===== src/rtl/cricket_match_tracker_if.sv =====
// Bus between the ball-event decoder (master) and the match tracker (slave).
// Carries the delivery and control strobes in, and the scoreboard values out.
interface cricket_match_tracker_if #(
   parameter int unsigned RUN_W = 16
) ();
   // Decoder -> tracker
   logic             start_match;
   logic             start_innings2;
   logic             ball_bowled;
   logic [1:0]       ball_type;
   logic [2:0]       runs_scored;
   logic             wicket_fallen;
   // Tracker -> scoreboard
   logic [3:0]       balls;
   logic [5:0]       overs;
   logic [RUN_W-1:0] total_runs;
   logic [RUN_W-1:0] extras;
   logic [3:0]       wickets;
   logic [RUN_W-1:0] target;
   logic [2:0]       game_state;
   logic             innings_active;
   logic [1:0]       result;
   logic             free_hit;

   modport master (
      output start_match, start_innings2, ball_bowled, ball_type, runs_scored, wicket_fallen,
      input  balls, overs, total_runs, extras, wickets, target, game_state, innings_active,
             result, free_hit
   );

   modport slave (
      input  start_match, start_innings2, ball_bowled, ball_type, runs_scored, wicket_fallen,
      output balls, overs, total_runs, extras, wickets, target, game_state, innings_active,
             result, free_hit
   );
endinterface


===== src/rtl/cricket_match_tracker.sv =====
// Two-innings cricket match tracker: counts balls, overs, runs, extras and
// wickets per innings, latches the first-innings target, ends the chase
// automatically and reports the result.
// Optional feature macro: FREE_HIT_EN (free hit after a no-ball; wickets
// ignored while the free hit is pending). Default build has free_hit tied 0.
module cricket_match_tracker #(
   parameter int unsigned BALLS_PER_OVER = 6,
   parameter int unsigned MAX_OVERS      = 20,
   parameter int unsigned MAX_WICKETS    = 10,
   parameter int unsigned RUN_W          = 16,
   parameter int unsigned EXTRA_PENALTY  = 1
) (
   input logic                   clk,
   input logic                   reset,
   cricket_match_tracker_if.slave bus
);

   localparam logic [2:0] StIdle  = 3'd0;
   localparam logic [2:0] StInn1  = 3'd1;
   localparam logic [2:0] StBreak = 3'd2;
   localparam logic [2:0] StInn2  = 3'd3;
   localparam logic [2:0] StOver  = 3'd4;

   typedef logic [RUN_W:0] wide_t;

   localparam logic [RUN_W-1:0] RunMax   = '1;
   localparam logic [RUN_W-1:0] RunOne   = {{(RUN_W-1){1'b0}}, 1'b1};
   localparam wide_t            Pen      = wide_t'(EXTRA_PENALTY);
   localparam logic [3:0]       BallLast = 4'(BALLS_PER_OVER - 1);
   localparam logic [5:0]       OverLim  = 6'(MAX_OVERS);
   localparam logic [3:0]       WktLim   = 4'(MAX_WICKETS);

   logic [2:0]       state_q, state_d;
   logic [3:0]       balls_q, balls_d;
   logic [5:0]       overs_q, overs_d;
   logic [RUN_W-1:0] runs_q, runs_d;
   logic [RUN_W-1:0] extras_q, extras_d;
   logic [3:0]       wickets_q, wickets_d;
   logic [RUN_W-1:0] target_q, target_d;
   logic [1:0]       result_q, result_d;
   logic             fh_q;

   logic  innings_active;
   logic  start_m, start_2, counted;
   logic  wkt_take, ended;
   wide_t bat;

   // Saturating add of a (RUN_W+1)-bit increment onto a RUN_W-bit counter
   function automatic logic [RUN_W-1:0] sat_add(input logic [RUN_W-1:0] a, input wide_t b);
      logic [RUN_W+1:0] s;
      s = {2'b00, a} + {1'b0, b};
      return (s > {2'b00, RunMax}) ? RunMax : s[RUN_W-1:0];
   endfunction

   assign innings_active = (state_q == StInn1) || (state_q == StInn2);
   assign start_m = ((state_q == StIdle) || (state_q == StOver)) && bus.start_match;
   assign start_2 = (state_q == StBreak) && bus.start_innings2;
   assign counted = bus.ball_bowled && innings_active;
   assign bat     = wide_t'(bus.runs_scored);

   // Next-state: start strobes, per-delivery counter updates and innings-end handling
   always_comb begin
      state_d   = state_q;
      balls_d   = balls_q;
      overs_d   = overs_q;
      runs_d    = runs_q;
      extras_d  = extras_q;
      wickets_d = wickets_q;
      target_d  = target_q;
      result_d  = result_q;
      wkt_take  = 1'b0;
      ended     = 1'b0;
      if (start_m || start_2) begin
         balls_d   = '0;
         overs_d   = '0;
         runs_d    = '0;
         extras_d  = '0;
         wickets_d = '0;
         if (start_m) begin
            target_d = '0;
            result_d = '0;
            state_d  = StInn1;
         end else begin
            state_d  = StInn2;
         end
      end else if (counted) begin
         unique case (bus.ball_type)
            2'b00: begin
               runs_d = sat_add(runs_q, bat);
               if (balls_q == BallLast) begin
                  balls_d = '0;
                  overs_d = overs_q + 6'd1;
               end else begin
                  balls_d = balls_q + 4'd1;
               end
               wkt_take = !fh_q;
            end
            2'b01: begin
               runs_d   = sat_add(runs_q, Pen + bat);
               extras_d = sat_add(extras_q, Pen + bat);
               wkt_take = !fh_q;
            end
            2'b10: begin
               // Wicket on a no-ball never counts
               runs_d   = sat_add(runs_q, Pen + bat);
               extras_d = sat_add(extras_q, Pen);
            end
            default: ;
         endcase
         if (wkt_take && bus.wicket_fallen && (wickets_q < WktLim)) begin
            wickets_d = wickets_q + 4'd1;
         end
         // End test uses post-update values so the transition shares the final count edge
         ended = (wickets_d == WktLim) || (overs_d == OverLim) ||
                 ((state_q == StInn2) && (runs_d >= target_q));
         if (ended && (state_q == StInn1)) begin
            state_d  = StBreak;
            target_d = sat_add(runs_d, wide_t'(1));
         end else if (ended) begin
            state_d = StOver;
            if (runs_d >= target_q) begin
               result_d = 2'b10;
            end else if (runs_d == (target_q - RunOne)) begin
               result_d = 2'b11;
            end else begin
               result_d = 2'b01;
            end
         end
      end
   end

   // State and counter registers
   always_ff @(posedge clk or negedge reset) begin
      if (!reset) begin
         state_q   <= StIdle;
         balls_q   <= '0;
         overs_q   <= '0;
         runs_q    <= '0;
         extras_q  <= '0;
         wickets_q <= '0;
         target_q  <= '0;
         result_q  <= '0;
      end else begin
         state_q   <= state_d;
         balls_q   <= balls_d;
         overs_q   <= overs_d;
         runs_q    <= runs_d;
         extras_q  <= extras_d;
         wickets_q <= wickets_d;
         target_q  <= target_d;
         result_q  <= result_d;
      end
   end

`ifdef FREE_HIT_EN
   logic fh_d;

   // Free hit: set by a counted no-ball, kept over wides/dead balls, cleared by a legal ball
   always_comb begin
      fh_d = fh_q;
      if (start_m || start_2) begin
         fh_d = 1'b0;
      end else if (counted) begin
         if (bus.ball_type == 2'b00) begin
            fh_d = 1'b0;
         end else if (bus.ball_type == 2'b10) begin
            fh_d = 1'b1;
         end
      end
   end

   // Free-hit flag register
   always_ff @(posedge clk or negedge reset) begin
      if (!reset) begin
         fh_q <= 1'b0;
      end else begin
         fh_q <= fh_d;
      end
   end
`else
   assign fh_q = 1'b0;
`endif

   assign bus.balls          = balls_q;
   assign bus.overs          = overs_q;
   assign bus.total_runs     = runs_q;
   assign bus.extras         = extras_q;
   assign bus.wickets        = wickets_q;
   assign bus.target         = target_q;
   assign bus.game_state     = state_q;
   assign bus.innings_active = innings_active;
   assign bus.result         = result_q;
   assign bus.free_hit       = fh_q;

endmodule


===== src/flat_wrapper.sv =====
// flat-port wrapper written by rule: the top's interface ports become plain ports
module cricket_match_tracker_flat 
#(
   parameter int unsigned BALLS_PER_OVER = 6,
   parameter int unsigned MAX_OVERS      = 20,
   parameter int unsigned MAX_WICKETS    = 10,
   parameter int unsigned RUN_W          = 16,
   parameter int unsigned EXTRA_PENALTY  = 1
)
  (clk, reset, bus_start_match, bus_start_innings2, bus_ball_bowled, bus_ball_type, bus_runs_scored, bus_wicket_fallen, bus_balls, bus_overs, bus_total_runs, bus_extras, bus_wickets, bus_target, bus_game_state, bus_innings_active, bus_result, bus_free_hit);
  cricket_match_tracker_if #(.RUN_W(RUN_W)) bus_i ();
  input logic clk;
  input logic reset;
  input wire logic [$bits(bus_i.start_match)-1:0] bus_start_match;
  input wire logic [$bits(bus_i.start_innings2)-1:0] bus_start_innings2;
  input wire logic [$bits(bus_i.ball_bowled)-1:0] bus_ball_bowled;
  input wire logic [$bits(bus_i.ball_type)-1:0] bus_ball_type;
  input wire logic [$bits(bus_i.runs_scored)-1:0] bus_runs_scored;
  input wire logic [$bits(bus_i.wicket_fallen)-1:0] bus_wicket_fallen;
  output wire logic [$bits(bus_i.balls)-1:0] bus_balls;
  output wire logic [$bits(bus_i.overs)-1:0] bus_overs;
  output wire logic [$bits(bus_i.total_runs)-1:0] bus_total_runs;
  output wire logic [$bits(bus_i.extras)-1:0] bus_extras;
  output wire logic [$bits(bus_i.wickets)-1:0] bus_wickets;
  output wire logic [$bits(bus_i.target)-1:0] bus_target;
  output wire logic [$bits(bus_i.game_state)-1:0] bus_game_state;
  output wire logic [$bits(bus_i.innings_active)-1:0] bus_innings_active;
  output wire logic [$bits(bus_i.result)-1:0] bus_result;
  output wire logic [$bits(bus_i.free_hit)-1:0] bus_free_hit;
  assign bus_i.start_match = bus_start_match;
  assign bus_i.start_innings2 = bus_start_innings2;
  assign bus_i.ball_bowled = bus_ball_bowled;
  assign bus_i.ball_type = bus_ball_type;
  assign bus_i.runs_scored = bus_runs_scored;
  assign bus_i.wicket_fallen = bus_wicket_fallen;
  assign bus_balls = bus_i.balls;
  assign bus_overs = bus_i.overs;
  assign bus_total_runs = bus_i.total_runs;
  assign bus_extras = bus_i.extras;
  assign bus_wickets = bus_i.wickets;
  assign bus_target = bus_i.target;
  assign bus_game_state = bus_i.game_state;
  assign bus_innings_active = bus_i.innings_active;
  assign bus_result = bus_i.result;
  assign bus_free_hit = bus_i.free_hit;
  cricket_match_tracker #(.BALLS_PER_OVER(BALLS_PER_OVER), .MAX_OVERS(MAX_OVERS), .MAX_WICKETS(MAX_WICKETS), .RUN_W(RUN_W), .EXTRA_PENALTY(EXTRA_PENALTY)) u_core (.clk(clk), .reset(reset), .bus(bus_i));
endmodule

===== config.mk =====
export PLATFORM = sky130hd
export DESIGN_NAME = cricket_match_tracker_flat
export DESIGN_NICKNAME = d
export VERILOG_FILES = /design/src/rtl/cricket_match_tracker_if.sv /design/src/rtl/cricket_match_tracker.sv /design/src/flat_wrapper.sv
export SDC_FILE = /design/constraint.sdc
export NUM_CORES = 1
export LEC_CHECK = 0
export ABC_AREA = 0
export CORE_MARGIN = 2
export CORE_UTILIZATION = 33
export CTS_CLUSTER_SIZE = 8
export DETAILED_ROUTE_END_ITERATION = 8
export HOLD_SLACK_MARGIN = 0.03
export SLEW_MARGIN = 20
export SYNTH_ARGS = -nofsm -noshare
export SYNTH_HDL_FRONTEND = slang
export SYNTH_SLANG_ARGS = --single-unit

===== constraint.sdc =====
create_clock -name clk -period 4.25 [get_ports clk]
set_clock_uncertainty 0.2 [all_clocks]
set_input_delay 0.85 -clock clk [delete_from_list [all_inputs] [get_ports clk]]
set_output_delay 0.85 -clock clk [all_outputs]
set_load 0.01 [all_outputs]

# Word level (Yosys, flattened, before mapping)
# Index checks and enable logic that the tools add are counted.
# classes
add_sub_neg	10
n_lt_le_gt_ge	7
n_eq_ne	12
muxes	47
n_reduce_logical	27
# ops
op	count
two-way mux 16 bit	15
> comparator 18 x 16 -> 1 bit, second input constant	5
one-hot mux 16 bit (2 select lines)	2
adder 16 x 17 -> 18 bit	2
two-way mux 4 bit	9
two-way mux 6 bit	6
adder 16 x 1 -> 17 bit, second input constant	2
adder 16 x 3 -> 17 bit	1
equality test 16 bit	1
greater-or-equal comparator 16 bit	1
two-way mux 2 bit	8
subtractor 16 x 1 -> 16 bit, second input constant	1
two-way mux 3 bit	4
adder 4 x 1 -> 4 bit, second input constant	2
nonzero test 2 bit	4
logical AND 1 bit	7
adder 6 x 1 -> 6 bit, second input constant	1
equality test 3 x 2 -> 1 bit, second input constant	2
equality test 6 x 5 -> 1 bit, second input constant	1
AND reduction 2 bit	3
nonzero test 3 bit	2
logical OR 1 bit	5
adder 1 x 3 -> 4 bit, first input constant	1
equality test 4 x 3 -> 1 bit, second input constant	1
other kinds (13)	17
# word_totals
regBits	67
input_bits	11
output_inout_bits	69
elab_cells	111

# Depth between registers and ports, before layout
# Gate-level depths: netlist of run 1.
# logic_depth
ltp_word	17
depth_mapped	20
ltp_nobuf	19

# Least setup slack after synthesis of run 1
# No wires, ideal clock.
# synth_timing
path_type	input to register
startpoint	input port bus_runs_scored[0]
endpoint	register u_core.state_q[1] (netlist: u_core.bus.game_state[1])
setup_time_ns	0.066
arrival_time_ns	4.606
required_ns	3.984
slack_ns	-0.622
stages	18
n_path_buf	1
cell_sequence	ha_1 -> fa_1 -> a211oi_1 -> nor2_1 -> a211o_1 -> a211oi_1 -> or2_1 -> buf_6 -> inv_1 -> ha_1 -> a21o_1 -> nand3_1 -> a21oi_1 -> a2111oi_0 -> o31ai_1 -> o21a_1 -> o21ai_0 -> o31a_1
# synth_between
elab_chain_cells	14
word_cells_on_any_way	19
classes_between	add/sub (3); order compare (3); mux (8); reduce/logical (5)
# synth_rtl
item	line	text
from (decl)	flat_wrapper.sv:18	input wire logic [$bits(bus_i.runs_scored)-1:0] bus_runs_scored;
adder 1 x 3 -> 4 bit	cricket_match_tracker.sv:99, cricket_match_tracker.sv:105	
adder 16 x 17 -> 18 bit	cricket_match_tracker.sv:51	s = {2'b00, a} + {1'b0, b};
> comparator 18 x 16 -> 1 bit	cricket_match_tracker.sv:52	return (s > {2'b00, RunMax}) ? RunMax : s[RUN_W-1:0];
two-way mux 16 bit	cricket_match_tracker.sv:52	
one-hot mux 16 bit (2 select lines) *	cricket_match_tracker.sv:87	unique case (bus.ball_type)
two-way mux 16 bit *	cricket_match_tracker.sv:86	end else if (counted) begin
two-way mux 16 bit *	cricket_match_tracker.sv:73	if (start_m || start_2) begin
greater-or-equal comparator 16 bit *	cricket_match_tracker.sv:115	((state_q == StInn2) && (runs_d >= target_q));
logical AND 1 bit *	cricket_match_tracker.sv:115	
logical OR 1 bit *	cricket_match_tracker.sv:114	ended = (wickets_d == WktLim) || (overs_d == OverLim) ||
logical AND 1 bit	cricket_match_tracker.sv:116	if (ended && (state_q == StInn1)) begin
two-way mux 3 bit	cricket_match_tracker.sv:116	
two-way mux 3 bit	cricket_match_tracker.sv:86	
two-way mux 3 bit	cricket_match_tracker.sv:73	
to (signal assigned)	cricket_match_tracker.sv:135	state_q <= StIdle;
to (signal assigned)	cricket_match_tracker.sv:144	state_q <= state_d;
to (decl)	cricket_match_tracker.sv:33	logic [2:0] state_q, state_d;
# Every way passes the cells marked *; elsewhere a longest branch is shown, timed or not. The select of a mux whose other input is x is not followed.
# A chain may end at the register's enable or synchronous reset.

# Final worst setup path of run 1
# layout_timing
startpoint	input port bus_runs_scored[0]
endpoint	register u_core.result_q[1] (netlist: u_core.bus.result[1])
# layout_between
elab_chain_cells	14
word_cells_on_any_way	24
classes_between	add/sub (3); order compare (3); eq/ne (2); mux (11); reduce/logical (5)
# layout_rtl
item	line	text
adder 1 x 3 -> 4 bit	cricket_match_tracker.sv:99, cricket_match_tracker.sv:105	
adder 16 x 17 -> 18 bit	cricket_match_tracker.sv:51	
> comparator 18 x 16 -> 1 bit	cricket_match_tracker.sv:52	
two-way mux 16 bit	cricket_match_tracker.sv:52	
one-hot mux 16 bit (2 select lines) *	cricket_match_tracker.sv:87	
two-way mux 16 bit *	cricket_match_tracker.sv:86	
two-way mux 16 bit *	cricket_match_tracker.sv:73	
parallel branches: the longest is 7 deep, another holds greater-or-equal comparator 16 bit	--	
to (signal assigned)	cricket_match_tracker.sv:151	result_q <= result_d;
to (decl)	cricket_match_tracker.sv:40	logic [1:0] result_q, result_d;
# Every way passes the cells marked *. The select of a mux whose other input is x is not followed.

==> impl_metrics.yaml, run 1 <==
timing:
  setup_viol_count_final: 5
  rsz0062_at_grt: "true"
  whs_ps: 315
  slew_viol_final: 0
  hold_violations: 0
  min_period_ps: 4370
  setup_slack_ps: -122
  fmax_mhz: 229
  min_period_over_period_pct: 103
  worstMarginPinSlew_ps: 1110
  slew_headroom_pct: 25.1
cts:
  cts_tree: "built"
  cts-root-buf: "clkbuf_16"
  numCtsBuffers: 9
  cts_buffer_depth: 2
  clock-sinks: 67
  clk_pin_slew_ps: 60
  postCtsHoldBufs: 0
  cts_max_level: 3
  clk_latency_ps: 350
critical_path:
  start_kind: "input port"
  arrival_ps: 4430
  critPathCaptureType: "register"
  crit_required_ps: 4310
  crit_type: "in -> reg"
  path_max_fanout: 4
floorplan:
  io_pins: 80
  start_util_pct: 33.9
  core_area_sq_um: 20400
  die_area_sq_um: 22100
  rows: 52
  die_h_microns: 149
  die_w_microns: 149
global_route:
  gr-total-overflow: 0
  grt_usage_pct: 23.4
  grt_pass1_wl_microns: 41100
  grt_max_degree: 68
  grt_pass1_vias: 7680
  antenna_found_initial: 0
route:
  drt-initial-drc-count: 628
  drc: 0
  first_pass_iters: 5
  met1Wirelength_microns: 11300
  dr_wl_met2_microns: 11600
  drtAntennaViolNets: 0
  wl_met3_microns: 1650
  viasPerCell: 5.65
  via_count: 7668
  drt_wl_total_microns: 25300
  routedWlPerCell_microns: 18.6
  top_layer_used: "met4"
placement:
  dp_hpwl_microns: 18900
  io_buffers: 78
  placed_area_sq_um: 9090
  gp_congestion: 0.976
pwr:
  clockPowerShare_pct: 18.5
  p_seq_share_pct: 24.6
  p_leak_nw: 4.10
  switching_share_pct: 41.7
  irDropWorstVdd_uv: 346
  total_power_mw: 3.93
  cellInternalPower_mw: 2.29
  p_sw_mw: 1.64
  power_frac_comb_pct: 56.9
  p_per_area_nw_per_um2: 396
yosys:
  mappedNetlistArea_sq_um: 6900
  syn-num-nets: 908
  avgSynthCellArea_sq_um: 8.08
  ys_warn_count: 0
  synth-compound-area-share_pct: 28.6
  async_flop_share_pct: 100
  ys_ff_latch: 67
  synth-edff-count: 0
  synth_top_family_by_area: "compound AO/OA/AOI/OAI gates"
  ys_seq_area_share_pct: 24.3
  synth-adder-area-share_pct: 8.13
  synth_xor_area_share_pct: 7.00
  synthSimpleGateAreaFrac_pct: 24.3
  ys.flop_type: "dfrtp_1"
  synth_cell_types: 104
  syn_inst: 854
  synthMuxAreaShare_pct: 1.20
final_layout:
  nFillCells: 1944
  antenna_cells: 0
  stdcell_area_sq_um: 9920
  drive_gt1_share_pct: 28.5
  area_growth_pct: 43.8
  nNetsFinal: 1135
hold_path:
  hp-class: "reg -> reg"
run_status:
  violations: "negative setup slack"
  outcome: "finished with violations"
job:
  cap_violations: 0
==> placed cells by master (no fill, tap or decap), types with 6 or more instances in the layout <==
master	netlist	layout
nand3_1	44	41
inv_1	50	47
ha_1	40	27
nand2b_1	7	7
dfrtp_1	67	67
a21o_1	8	7
buf_4	7	181
xnor2_1	43	43
xor2_1	7	6
a22oi_1	10	10
ha_4	0	11
nor2_1	46	44
nand2_1	100	98
o21ai_0	72	69
and3_1	12	11
mux2i_1	6	6
o31ai_1	13	11
clkdlybuf4s50_1	0	72
nor2b_1	9	9
o22ai_1	8	8
clkbuf_16	0	9
o21a_1	7	7
a21oi_1	47	43
o211ai_1	8	8
a22o_1	7	7
or3_1	6	6
a211o_1	6	6
nor3_1	18	17
nor4_2	4	6
nand4_1	15	15
==> registers in the layout, indices dropped and copies added, names as in the netlist <==
register               count
u_core.bus.balls           4
u_core.bus.extras         16
u_core.bus.game_state      3
u_core.bus.overs           6
u_core.bus.result          2
u_core.bus.target         16
u_core.bus.total_runs     16
u_core.bus.wickets         4
==> per-stage QoR <==
step | setup slack [ps] | TNS, ps | std cells | utilization [%]
floorplan | -153 | -361 | 854 | -
global placement | -1040 | -12430 | 1313 | 44.7
finish | -122 | -336 | 1356 | 48.7
CTS | -127 | -466 | 1351 | 48.1
global route | -254 | -911 | 1356 | 48.7
detailed placement | -1180 | -13660 | 1313 | 44.7
==> power groups by stage <==
stage	Sequential (mW)	Clock, mW	Combinational [mW]
3_3_place_gp	0.964	0	1.92
2_1_floorplan	0.958	0	1.01
3_5_place_dp	0.965	0	1.94
5_1_grt	0.988	0.770	2.42
6_report	0.964	0.728	2.23
4_1_cts	0.962	0.739	2.15
==> cell families after synthesis <==
group	Yosys count
and+or+nand+nor	312
AOI/OAI and AO/OA	273
buffers and inverters	98
DFF	67
xor gates and xnor gates	52
adders and majority gates	43
muxes	8
other	1
==> final timing paths <==
kind / startpoint / to / slack [ps] / cells after the start
worst max register to register: u_core.bus.total_runs[0]$_DFFE_PN0P_ / u_core.bus.result[1]$_DFFE_PN0P_ / 60 / 19
worst min-delay path: u_core.bus.result[0]$_DFFE_PN0P_ / u_core.bus.result[0]$_DFFE_PN0P_ / 310 / 2
worst max-delay path: bus_runs_scored[0] / u_core.bus.result[1]$_DFFE_PN0P_ / -120 / 19
max in group asynchronous: reset / u_core.bus.target[5]$_DFFE_PN0P_ / 2790 / 1
worst min register to register: u_core.bus.result[0]$_DFFE_PN0P_ / u_core.bus.result[0]$_DFFE_PN0P_ / 310 / 2
min in group asynchronous: reset / u_core.bus.extras[12]$_DFFE_PN0P_ / 440 / 1
==> Yosys cell counts (all sizes together) (8+ instances only) <==
master,count,area (sq um)
o22ai,9,62.6
nor3,22,136
nand3,47,258
nor4,11,93.8
inv,51,191
clkbuf,23,86.3
nand4,18,149
nand2,101,382
a21oi,49,253
a211oi,13,153
xnor2,43,377
buf,23,156
o31ai,14,110
dfrtp,67,1680
and3,12,75.1
o211ai,11,97.6
nor2,47,184
nor2b,9,56.3
o21ai,79,399
ha,40,500
a21o,8,60.1
a22oi,10,75.1
==> worst max-delay path: stages <==
cell and delay, ps:
buf_8 110, ha_4 160, xor2_4 160, ha_4 290, and4_4 260, a211o_1 110
nand4_1 160, o41ai_2 440, inv_1 150, ha_4 290, o211ai_1 120, a211oi_2 200
a2111oi_2 80, buf_4 150, o31ai_4 200, o21a_1 190, nand2_2 90, nand4b_1 200
o31ai_2 190
==> metal layers <==
layer	up-vias	global-route usage, %
li1	3618	-
met1	3713	31.8
met2	284	37.6
met3	53	3.77
met4	0	8.52
met5	-	0
==> final cells by class <==
| class | count | area [sq um] | share of cell area, % |
|---|---|---|---|
| multi-input combinational | 689 | 5250 | 52.9 |
| timing repair buffer | 262 | 2190 | 22.0 |
| sequential | 67 | 1680 | 16.9 |
| tap | 270 | 338 | 3.41 |
| clock buffer | 14 | 264 | 2.66 |
| inverter | 52 | 198 | 1.99 |
| clock inverter | 2 | 10.0 | 0.101 |
==> timing repair <==
item,4_1_cts,5_1_grt
pin swaps,30,15
setup buffers,23,5
gates resized for setup,64,18
setup endpoints to repair,21,5
Power figures use the tool's default switching activity.
==> inputs of run 2 (changes only) <==
- DONT_BUFFER_PORTS: unset -> 1
==> impl_metrics.yaml, run 2 (synthesis results as in run 1) <==
run_status:
  outcome: "finished with violations"
  violations: "negative setup slack"
timing:
  whs_ps: 136
  min_period_over_period_pct: 101
  slew_viol_final: 0
  setup_slack_ps: -21.5
  worstMarginPinSlew_ps: 1090
  rsz0062_at_grt: "true"
  min_period_ps: 4270
  hold_violations: 0
  fmax_mhz: 234
  slew_headroom_pct: 27.2
  setup_viol_count_final: 3
critical_path:
  reg2reg_depth: 19
  worst_path_max_delay_cell: "ha_4"
  r2r-start: "u_core.bus.total_runs[0]$_DFFE_PN0P_"
  crit_type: "in -> reg"
  crit_required_ps: 4280
  crit_end: "u_core.bus.result[1]$_DFFE_PN0P_"
  critPathTopFamily: "compound AO/OA/AOI/OAI gates"
  start_kind: "input port"
  cp_num_cells: 19
  cp_cell_sequence: "ha_4 > xor2_4 > ha_4 > and4_4 > buf_4 > a211oi_4 > buf_6 > buf_4 > o31a_1 > o31ai_2 > a21oi_2 > ha_1 > nand4_1 > buf_4 > o31ai_4 > o21a_1 > nand2_2 > a32oi_1 > o31ai_2"
  path_max_fanout: 7
  timing.rr.end: "u_core.bus.result[1]$_DFFE_PN0P_"
  crit_buf_inv: 4
  startpoint: "bus_runs_scored[0]"
  critPathCaptureType: "register"
  critPathMaxStageDelay_ps: 300
  arrival_ps: 4300
  crit_top_cell: "buf_4"
  rrSetupSlack_ps: 50
route:
  via_count: 7222
  drtAntennaViolNets: 0
  routedWlPerCell_microns: 19.5
  drt-initial-drc-count: 609
  met1Wirelength_microns: 11000
  wl_met3_microns: 1830
  top_layer_used: "met4"
  dr_wl_met2_microns: 10700
  drt_wl_total_microns: 24200
  drc: 0
  viasPerCell: 5.81
  first_pass_iters: 7
final_layout:
  nFillCells: 2026
  drive_gt1_share_pct: 26.2
  antenna_cells: 0
  multi_input_area_sq_um: 5100
  nNetsFinal: 1023
  fin_cells: 1244
  register_area_sq_um: 1680
  layout_commonest_cell: "buf_4"
  layout_common_cells: "buf_4, nand2_1, o21ai_0"
  area_growth_pct: 27.3
job:
  cap_violations: 0
pwr:
  p_sw_mw: 1.56
  p_leak_nw: 3.65
  switching_share_pct: 43.7
  p_seq_share_pct: 28.5
  power_frac_comb_pct: 49.4
  p_per_area_nw_per_um2: 407
  cellInternalPower_mw: 2.01
  irDropWorstVdd_uv: 291
  clockPowerShare_pct: 22.1
  total_power_mw: 3.57
placement:
  dp_hpwl_microns: 18200
  dp_cells: 1215
  gp_congestion: 0.949
  io_buffers: 0
  dpl_worst_slack_ps: -594
global_route:
  antenna_found_initial: 0
  grt_pass1_vias: 6922
  grt_usage_pct: 22.2
  grt_pass1_wl_microns: 38500
  gr-total-overflow: 0
  grt_max_degree: 68
cts:
  numCtsBuffers: 9
  clk_pin_slew_ps: 60
  cts_buffer_depth: 2
  clk_latency_ps: 360
  clock-sinks: 67
  cts_max_level: 3
  cts_tree: "built"
  cts-root-buf: "clkbuf_16"
hold_path:
  hp-class: "in -> async"
floorplan:
  io_pins: 80
  die_area_sq_um: 22100
  die_w_microns: 149
  core_area_sq_um: 20400
  start_util_pct: 33.9
  rows: 52
  die_h_microns: 149
[run 2: cell count changes in the layout (fill, tap and decap cells not counted), sizes merged]
| cell | previous run | this run |
|---|---|---|
| clkdlybuf4s50 | 72 | 0 |
| buf | 188 | 150 |
| clkbuf | 14 | 10 |
| clkinv | 3 | 5 |
| dlygate4sd2 | 2 | 0 |
| bufinv | 0 | 1 |
| clkinvlp | 0 | 1 |
[run 2: area by class of cell]
class,instances,share of cell area [%]
inverter,52,2.25
sequential,67,19.1
tap,270,3.85
clock inverter,6,0.741
multi-input combinational,689,58.2
clock buffer,10,2.72
timing repair buffer,150,13.2
[run 2: repair_timing]
| item | 4_1_cts | 5_1_grt |
|---|---|---|
| hold buffers | 1 | 0 |
| setup buffers | 9 | 3 |
| hold endpoints to repair | 67 | 0 |
| gates resized for setup | 25 | 9 |
| pin swaps | 17 | 25 |
| setup endpoints to repair | 4 | 5 |
[run 2: worst min-delay path by stage]
stage                                        endpoint  slack (ps)  cells past startpoint
CTS                 u_core.bus.extras[10]$_DFFE_PN0P_         190                      1
global placement     u_core.bus.result[0]$_DFFE_PN0P_         350                      2
global route        u_core.bus.extras[10]$_DFFE_PN0P_         200                      1
floorplan            u_core.bus.result[0]$_DFFE_PN0P_         310                      2
finish              u_core.bus.extras[12]$_DFFE_PN0P_         140                      1
detailed placement   u_core.bus.result[0]$_DFFE_PN0P_         340                      2
[run 2: power by group through the flow]
stage / registers (mW) / clock network, mW / logic (mW)
after detailed placement: 1.03 / 0 / 1.59
after CTS: 1.02 / 0.805 / 1.72
final: 1.02 / 0.788 / 1.77
after global placement: 1.03 / 0 / 1.58
after floorplan: 0.958 / 0 / 1.01
after global routing: 1.05 / 0.826 / 1.92
[run 2: layer usage]
layer / up-vias / track usage, %
met5: - / 0
met3: 53 / 4.97
met2: 286 / 33.8
met1: 3493 / 30.7
li1: 3390 / -
met4: 0 / 8.33
[run 2: stage by stage]
stage               TNS [ps]  area [sq um]  util, %
finish                 -36.2          8780     43.1
global route            -645          8780     43.1
CTS                    -9.69          8700     42.7
detailed placement     -2240          8150     40.0
global placement       -1510          8150     40.0
floorplan               -361          7030        -
==> inputs of run 3 (changes only) <==
- PLACE_DENSITY: unset -> 0.49
==> impl_metrics.yaml, run 3 (synthesis results as in run 1) <==
run_status:
  outcome: "finished with violations"
  violations: "negative setup slack"
global_route:
  antenna_found_initial: 0
  grt_usage_pct: 23.1
  grt_pass1_wl_microns: 39600
  grt_pass1_vias: 6868
  gr-total-overflow: 0
  grt_max_degree: 68
final_layout:
  multi_input_area_sq_um: 5040
  layout_common_cells: "buf_4, nand2_1, o21ai_0"
  area_growth_pct: 25.6
  layout_commonest_cell: "buf_4"
  nFillCells: 2036
  nNetsFinal: 1016
  antenna_cells: 0
  drive_gt1_share_pct: 24.5
  register_area_sq_um: 1680
route:
  drt-initial-drc-count: 542
  drt_wl_total_microns: 25000
  first_pass_iters: 5
  viasPerCell: 5.68
  drc: 0
  routedWlPerCell_microns: 20.2
  drtAntennaViolNets: 0
  via_count: 7023
floorplan:
  die_h_microns: 149
  rows: 52
  core_area_sq_um: 20400
  die_w_microns: 149
  io_pins: 80
  die_area_sq_um: 22100
  start_util_pct: 33.9
cts:
  clk_latency_ps: 350
  cts_buffer_depth: 2
  clock-sinks: 67
  cts_max_level: 3
  numCtsBuffers: 9
  cts-root-buf: "clkbuf_16"
  cts_tree: "built"
  clk_pin_slew_ps: 70
placement:
  dp_hpwl_microns: 19200
  io_buffers: 0
  dpl_worst_slack_ps: -586
  gp_congestion: 0.916
critical_path:
  crit_type: "in -> reg"
  arrival_ps: 4400
  startpoint: "bus_runs_scored[0]"
  critPathMaxStageDelay_ps: 400
  r2r-start: "u_core.bus.total_runs[0]$_DFFE_PN0P_"
  critPathCaptureType: "register"
  crit_buf_inv: 3
  start_kind: "input port"
  path_max_fanout: 4
  worst_path_max_delay_cell: "a2111oi_4"
  crit_top_cell: "ha_4"
  critPathTopFamily: "compound AO/OA/AOI/OAI gates"
  crit_required_ps: 4240
  cp_cell_sequence: "ha_4 > fa_2 > buf_6 > a211oi_4 > buf_4 > nor2_4 > a211o_1 > a211oi_2 > or2_1 > inv_4 > ha_4 > a21o_1 > nand3_2 > a21oi_4 > a2111oi_4 > o31ai_4 > o21a_1 > o21ai_2 > o31ai_1"
timing:
  setup_slack_ps: -163
  min_period_ps: 4410
  fmax_mhz: 227
  setup_viol_count_final: 5
  whs_ps: 171
  worstMarginPinSlew_ps: 901
  min_period_over_period_pct: 104
  slew_headroom_pct: 39.4
  hold_violations: 0
  rsz0062_at_grt: "true"
  slew_viol_final: 0
hold_path:
  hp-class: "in -> async"
pwr:
  p_per_area_nw_per_um2: 414
  irDropWorstVdd_uv: 203
  p_leak_nw: 3.60
job:
  cap_violations: 0
## run 3: worst register-to-register path, stage by stage, from the launching register on
cell	delay, ps
dfrtp_2	440
ha_1	240
fa_2	350
buf_6	130
a211oi_4	260
buf_4	170
nor2_4	50
a211o_1	260
a211oi_2	280
or2_1	200
inv_4	50
ha_4	210
a21o_1	160
nand3_2	70
a21oi_4	60
a2111oi_4	400
o31ai_4	150
o21a_1	220
o21ai_2	180
o31ai_1	90
## run 3: layout make-up
class	instances	area share, %
flip-flops and latches	67	19.4
repair buffers	143	12.7
inverters	52	2.28
clock buffers	9	2.60
well taps	270	3.90
clock inverters	7	0.881
multi-input cells	689	58.2
## run 3: report_power, final
group	internal (mW)	switching, mW
combinational	0.788	0.987
clock	0.458	0.342
sequential	0.758	0.254
## run 3: layer usage
layer  vias up  global-route usage [%]  wire [microns]
met2       234                    37.1           11500
met4         0                    7.67             626
met1      3365                    31.0           11300
met3        38                    5.03            1650
met5         -                       0               0
li1       3386                       -               -
## run 3: final timing paths
check / to / slack (ps) / cells past startpoint
worst max-delay path: u_core.bus.result[0]$_DFFE_PN0P_ / -160 / 19
worst min-delay path: u_core.bus.extras[14]$_DFFE_PN0P_ / 170 / 1
worst max register to register: u_core.bus.result[0]$_DFFE_PN0P_ / -90 / 19
worst min register to register: u_core.bus.total_runs[14]$_DFFE_PN0P_ / 350 / 2
max in group asynchronous: u_core.bus.target[10]$_DFFE_PN0P_ / 3330 / 1
min in group clk: u_core.bus.total_runs[14]$_DFFE_PN0P_ / 350 / 2
## run 3: timing repair
item | CTS | global route
gates resized for setup | 6 | 18
gates cloned | 0 | 0
hold buffers | 1 | 0
pin swaps | 0 | 11
endpoints found under the setup margin | 5 | 5
hold endpoints to repair | 67 | 0
buffers inserted | 0 | 8
## run 3: stage by stage
step | cell area, sq um | setup TNS [ps] | power [mW] | utilization [%] | instances
after global routing | 8660 | -1330 | 3.82 | 42.5 | 1237
after floorplan | 7030 | -361 | 1.97 | - | 854
final | 8660 | -627 | 3.59 | 42.5 | 1237
after CTS | 8500 | -49.3 | 3.52 | 41.7 | 1229
after detailed placement | 8130 | -2650 | 2.67 | 39.9 | 1212
after global placement | 8130 | -2500 | 2.67 | 39.9 | 1212
